**src/rtl/pc_sequencer.sv**
```systemverilog
// Next-PC select for the 5-stage pipeline (sequential, jr, branch, exception) plus IF/ID, ID/EX flush control.
// pc_next/pc_we/flushes are same-cycle combinational; redirects blocked by imem_busy are parked in HOLD, never dropped.
module pc_sequencer #(
    parameter logic [31:0] RESET_VEC    = 32'h0000_3000,
    parameter logic [31:0] EXC_VEC      = 32'h0000_4180,
    parameter int unsigned DRAIN_CYCLES = 2
) (
    input  logic        i_clk,
    input  logic        i_reset,
    input  logic [31:0] i_pc_cur,
    input  logic        i_stall_ld,
    input  logic        i_imem_busy,
    input  logic        i_jr_req,
    input  logic [31:0] i_jr_target,
    input  logic        i_br_req,
    input  logic [31:0] i_br_target,
    input  logic        i_exc_req,
    input  logic [31:0] i_exc_epc,
    output logic [31:0] o_pc_next,
    output logic        o_pc_we,
    output logic        o_flush_ifid,
    output logic        o_flush_idex,
    output logic [31:0] o_epc_out,
    output logic [15:0] o_redir_cnt
);
    typedef enum logic [1:0] {S_BOOT, S_RUN, S_HOLD, S_DRAIN} state_t;

    localparam logic [2:0] DRAIN_INIT = 3'(DRAIN_CYCLES - 1);

    state_t      r_state;
    logic        r_pend_v;
    logic [31:0] r_pend_tgt;
    logic [2:0]  r_drain_cnt;
    logic [31:0] r_epc;
    logic [15:0] r_redir_cnt;

    logic        w_take_exc;
    logic        w_redirect;
    logic        w_latch;
    logic        w_cnt_inc;
    logic [31:0] w_target;

    always_comb begin
        o_pc_next    = i_pc_cur;
        o_pc_we      = 1'b0;
        o_flush_ifid = 1'b0;
        o_flush_idex = 1'b0;
        w_take_exc   = 1'b0;
        w_redirect   = 1'b0;
        w_latch      = 1'b0;
        w_cnt_inc    = 1'b0;
        w_target     = r_pend_tgt;
        if (i_reset) begin
            o_pc_next    = RESET_VEC;
            o_flush_ifid = 1'b1;
            o_flush_idex = 1'b1;
        end else begin
            case (r_state)
                S_BOOT: begin
                    o_pc_next    = RESET_VEC;
                    o_pc_we      = 1'b1;
                    o_flush_ifid = 1'b1;
                    o_flush_idex = 1'b1;
                end
                S_RUN: begin
                    if (i_exc_req) begin
                        w_take_exc = 1'b1;
                    end else if (i_br_req) begin
                        w_redirect   = 1'b1;
                        w_target     = i_br_target;
                        o_flush_ifid = 1'b1;
                        o_flush_idex = 1'b1;
                    end else if (i_jr_req && !i_stall_ld) begin
                        w_redirect   = 1'b1;
                        w_target     = i_jr_target;
                        o_flush_ifid = 1'b1;
                    end else if (!i_stall_ld && !i_imem_busy) begin
                        o_pc_next = i_pc_cur + 32'd4;
                        o_pc_we   = 1'b1;
                    end
                end
                S_HOLD: begin
                    // A newer EX correction replaces the parked target; jr is from a squashed path.
                    if (i_exc_req) begin
                        w_take_exc = 1'b1;
                    end else begin
                        if (i_br_req) begin
                            w_target     = i_br_target;
                            o_flush_ifid = 1'b1;
                            o_flush_idex = 1'b1;
                        end
                        if (i_imem_busy) begin
                            w_latch = i_br_req;
                        end else if (r_pend_v) begin
                            w_redirect = 1'b1;
                        end
                    end
                end
                S_DRAIN: begin
                    o_flush_ifid = 1'b1;
                    o_flush_idex = 1'b1;
                    if (r_drain_cnt == 3'd0) begin
                        o_pc_next = EXC_VEC;
                        o_pc_we   = 1'b1;
                        w_cnt_inc = 1'b1;
                    end
                end
                default: ;
            endcase
            if (w_take_exc) begin
                o_flush_ifid = 1'b1;
                o_flush_idex = 1'b1;
            end
            if (w_redirect) begin
                if (i_imem_busy) begin
                    w_latch = 1'b1;
                end else begin
                    o_pc_next = w_target;
                    o_pc_we   = 1'b1;
                    w_cnt_inc = 1'b1;
                end
            end
        end
    end

    always_ff @(posedge i_clk) begin
        if (i_reset) begin
            r_state     <= S_BOOT;
            r_pend_v    <= 1'b0;
            r_pend_tgt  <= '0;
            r_drain_cnt <= '0;
            r_epc       <= '0;
            r_redir_cnt <= '0;
        end else begin
            if (w_cnt_inc && r_redir_cnt != 16'hFFFF)
                r_redir_cnt <= r_redir_cnt + 16'd1;
            if (w_latch) begin
                r_pend_v   <= 1'b1;
                r_pend_tgt <= w_target;
            end
            if (w_take_exc) begin
                r_state     <= S_DRAIN;
                r_epc       <= i_exc_epc;
                r_drain_cnt <= DRAIN_INIT;
                r_pend_v    <= 1'b0;
            end else begin
                case (r_state)
                    S_BOOT:  r_state <= S_RUN;
                    S_RUN:   if (w_latch) r_state <= S_HOLD;
                    S_HOLD: begin
                        if (o_pc_we) begin
                            r_state  <= S_RUN;
                            r_pend_v <= 1'b0;
                        end
                    end
                    S_DRAIN: begin
                        if (r_drain_cnt == 3'd0)
                            r_state <= S_RUN;
                        else
                            r_drain_cnt <= r_drain_cnt - 3'd1;
                    end
                    default: r_state <= S_BOOT;
                endcase
            end
        end
    end

    assign o_epc_out   = r_epc;
    assign o_redir_cnt = r_redir_cnt;
endmodule
```
**config.mk**
```make
export PLATFORM = sky130hd
export DESIGN_NAME = pc_sequencer
export DESIGN_NICKNAME = d
export VERILOG_FILES = /design/src/rtl/pc_sequencer.sv
export SDC_FILE = /design/constraint.sdc
export NUM_CORES = 1
export LEC_CHECK = 0
export BUFFER_PORTS_ARGS = -buffer_cell sky130_fd_sc_hd__buf_2
export CAP_MARGIN = 10
export CORE_UTILIZATION = 51
export CTS_BUF_LIST = sky130_fd_sc_hd__clkbuf_2 sky130_fd_sc_hd__clkbuf_4 sky130_fd_sc_hd__clkbuf_8
export DETAILED_ROUTE_END_ITERATION = 10
export PLACE_DENSITY = 0.84
export SLEW_MARGIN = 20
export SYNTH_ARGS = -nofsm -noshare
export SYNTH_HDL_FRONTEND = slang
export SYNTH_SLANG_ARGS = --single-unit
```
**constraint.sdc**
```tcl
create_clock -name i_clk -period 3.03 [get_ports i_clk]
set_input_delay 0.303 -clock i_clk [delete_from_list [all_inputs] [get_ports i_clk]]
set_output_delay 0.303 -clock i_clk [all_outputs]
set_load 0.01 [all_outputs]
```
==> metrics.md <==
| Metric | Value |
|---|---|
| Leakage | `2.984 nW` |
| Hold Vio Cnt, Final | `0` |
| Post-synth top flop | `dfxtp_1` |
| Total wire length | `19.09 mm` |
| Post-synth EDFFs | `0` |
| CTS sink count | `86` |
| Crit path max-delay family | `buffers and inverters` |
| Hold WS | `135.7 ps` |
| DP Area | `0.006812 mm^2` |
| GR peak layer | `met2` |
| Hold Crit Class | `in -> reg` |
| Worst skew pair latency | `370 ps` |
| Die X | `106.3 um` |
| Number of vias per cell | `6.227` |
| Crit-path slowest cell | `dfxtp_2` |
| Ys Warns | `0` |
| Post-synthesis mux area share | `2.074%` |
| Status | `complete, no violations` |
| Clock-pin transition on the worst setup and hold timing paths | `100 ps` |
| Fmax | `335.2 MHz` |
| Post-synthesis compound-gate area fraction | `33.57%` |
| Worst slew pin tran | `1021 ps` |
| Critical Path, Cell by Cell | `inv_1 -> ha_4 -> nand2b_1 -> a21oi_2 -> buf_8 -> o22ai_1 -> a21oi_1 -> nor2_1 -> nor3_1 -> buf_2` |
| Final Skew | `18.55 ps` |
| Syn_area_per_cell | `7.391 um^2` |
| Largest net degree at the start of global routing | `66` |
| RSZ-0062 raised after global routing | `true` |
| Row count | `37` |
| Mapped Cells | `751` |
| Vias in the first global route | `5804` |
| Routing usage on met3 | `7.174%` |
| Num CTS Buffers | `9` |
| Crit path time final | `2983 ps` |
| Post-synthesis sequential area ratio | `31.02%` |
| Global route overflow | `0` |
| Synth Cell Area | `0.005550 mm^2` |
| XOR/XNOR Fraction of Synth Area | `2.840%` |
| Reg-to-reg slack, setup | `450 ps` |
| Cell taking the most area after synthesis | `dfxtp_1` |
| Ports | `218` |
| Post-route cell area | `0.007116 mm^2` |
| Synth top area cells | `dfxtp_1 31%, o21ai_0 7.9%, nand2_1 6.3%, a22o_1 5.4%, a21oi_1 5.3%` |
| GR Util met2 | `49.21%` |
| Clock buffer depth | `2` |
| Buf/Inv on CP | `3` |
| Iter 0 DRT Violations | `713` |
| Vias | `6750` |
| Core Util, Final | `68.31%` |
| Detailed Routing Iterations Pass 1 | `6` |
| Area Overhead vs Synth | `28.20%` |
| Post-CTS setup buffers | `0` |
| Final setup fails | `0` |
| Largest family of logic cells by synthesized area | `compound AO/OA/AOI/OAI gates` |
| Initial antenna violation count | `1` |
| Critical Setup Path Class | `reg -> out` |
| Yosys reg bits | `86` |
| Worst Path Arrival | `2680 ps` |
| Average wire per standard cell | `17.61 um` |
| WP data required | `2730 ps` |
| First-pass GRT wire length | `29.43 mm` |
| CTS tree | `done` |
| Most frequent cells in the layout | `217 x buf_2, 92 x nand2_1, 88 x o21ai_0` |
| Clock root buffer | `clkbuf_8` |
| GP Congestion | `0.9683` |
| Commonest non-fill, non-tap cell in the layout | `buf_2` |
| PortBufs | `217` |
| Synth Area in Simple Gates | `23.47%` |
| Fraction of layout cells with a size suffix above 1 | `31.36%` |
| Number of distinct library cells after synthesis | `63` |
| Critical path peak fanout | `26` |
| CP Capture Type | `output pin` |
| Fin crit share | `98.46%` |
| Final #Nets | `1086` |
| Worst r2r dst | `r_pend_tgt[30]` |
| Number of max-cap violations | `0` |
| Relative slew margins | `31.91%` |
| Top cell type's share of synthesized area | `31.02%` |
| Async set or reset register ratio after synthesis | `0%` |
| DPL Wire Length | `13.61 mm` |
| GRT Total Usage | `32.73%` |
| TNS Setup | `0 ps` |
| Slowest stage delay, CP | `420 ps` |
| Adder-Cell Fraction of Synth Area | `1.803%` |
| Hold path start | `i_exc_epc[6]` |
| Max VDD drop | `0.4774 mV` |
| PwrDens | `640.5 mW/mm^2` |
| Met1 Resource Use GR | `45.90%` |
| DRC | `0` |
| Starting Density | `53.29%` |
| Antenna viol nets, final | `0` |
| Worst r2r path cells | `9` |
| Critical path launch point type | `flop` |
| Hold Buf Count CTS | `0` |
| H-Tree Depth | `3` |
| Height of the chip | `106.3 um` |
| Max-slew violation count | `0` |
| Core region area | `0.01042 mm^2` |
| Die area | `0.01130 mm^2` |
| Worst Hold End | `o_epc_out[6]` |
| Hold path depth | `2` |
| Reg2reg start | `r_state[0]` |
| Syn Nets | `894` |
==> per-stage QoR <==
| stage | setup slack (ps) | instances | total power [W] |
|---|---|---|---|
| 2_1_floorplan | 385.7 | 751 | 0.002703 |
| 3_3_place_gp | 312.2 | 1067 | 0.003502 |
| 5_1_grt | -57.71 | 1084 | 0.004805 |
| 6_report | 46.56 | 1084 | 0.004557 |
| 4_1_cts | 16.60 | 1082 | 0.004405 |
| 3_5_place_dp | 265.0 | 1067 | 0.003529 |
==> area by class of cell <==
class                      instances  area, um^2
timing repair buffer             243        1344
inverter                          12       45.04
clock buffer                      10       137.6
fill                             934        3301
multi-input combinational        591        3626
tap                              136       170.2
sequential                        86        1724
clock inverter                     5       66.31
antenna                            1       2.502
==> logic make-up after synthesis <==
| group | count (synthesis) |
|---|---|
| AO/OA/AOI/OAI | 287 |
| XOR/XNOR | 18 |
| adder cells (fa/ha/maj) | 8 |
| buffers and inverters | 74 |
| flip-flops | 86 |
| multiplexers | 11 |
| AND/OR/NAND/NOR | 267 |
==> synth_stat cells, types with 3 or more instances <==
master / count
nand2_1: 93
o21ai_0: 88
dfxtp_1: 86
a21oi_1: 59
nor2_1: 59
clkbuf_1: 54
a22o_1: 34
o22ai_1: 24
nand3_1: 22
nor3_1: 20
a221oi_1: 16
nand4_1: 15
xor2_1: 15
a211oi_1: 13
inv_1: 12
and3_1: 8
ha_1: 8
nor4_1: 8
mux2i_1: 7
nand2b_1: 7
o221ai_1: 7
a31oi_1: 6
nor2b_1: 6
a311oi_1: 5
and2_1: 5
or4_1: 5
a21o_1: 4
a22oi_1: 4
buf_2: 4
mux2_2: 4
o311ai_0: 4
and4_1: 3
buf_1: 3
o211ai_1: 3
or3_1: 3
xnor2_1: 3
==> how the worst max path moves through the flow <==
stage                    start             to  depth (start not counted)
detailed placement  r_state[0]  o_pc_next[24]                         10
floorplan           r_state[0]  o_pc_next[16]                         10
finish              r_state[0]  o_pc_next[11]                         10
global placement      i_br_req  o_pc_next[24]                          8
global route        r_state[0]  o_pc_next[21]                          9
CTS                 r_state[1]  o_pc_next[24]                         10
==> worst register-to-register path: cells and delay by family, from the launching register on <==
kind	cells	cell delay (ps)
buf+inv	2	300
flops	1	420
simple gates	4	620
compound gates	2	890
fa+ha+maj	1	290
==> flip-flops by register name, summed over array words and instances, names as in the netlist <==
register,cells
r_drain_cnt,3
r_pend_v,1
o_redir_cnt,16
r_state,2
r_pend_tgt,32
o_epc_out,32
==> where the power goes <==
part           internal, W  switching (W)
Clock             0.000410       0.000458
Sequential         0.00126      0.0000806
Combinational     0.000929        0.00142
Total              0.00260        0.00196
==> routing by layer <==
layer  vias to the layer above  share of wire [%]
met2                       404                 45
met4                         0                2.5
met1                      3090                 42
met5                         -                  0
li1                       3213                  -
met3                        43                 11
==> what timing repair did <==
action | CTS | global route
cloned | 0 | 1
resized for setup | 7 | 12
endpoints found under the setup margin | 17 | 26
(Power assumes the default switching activity.)
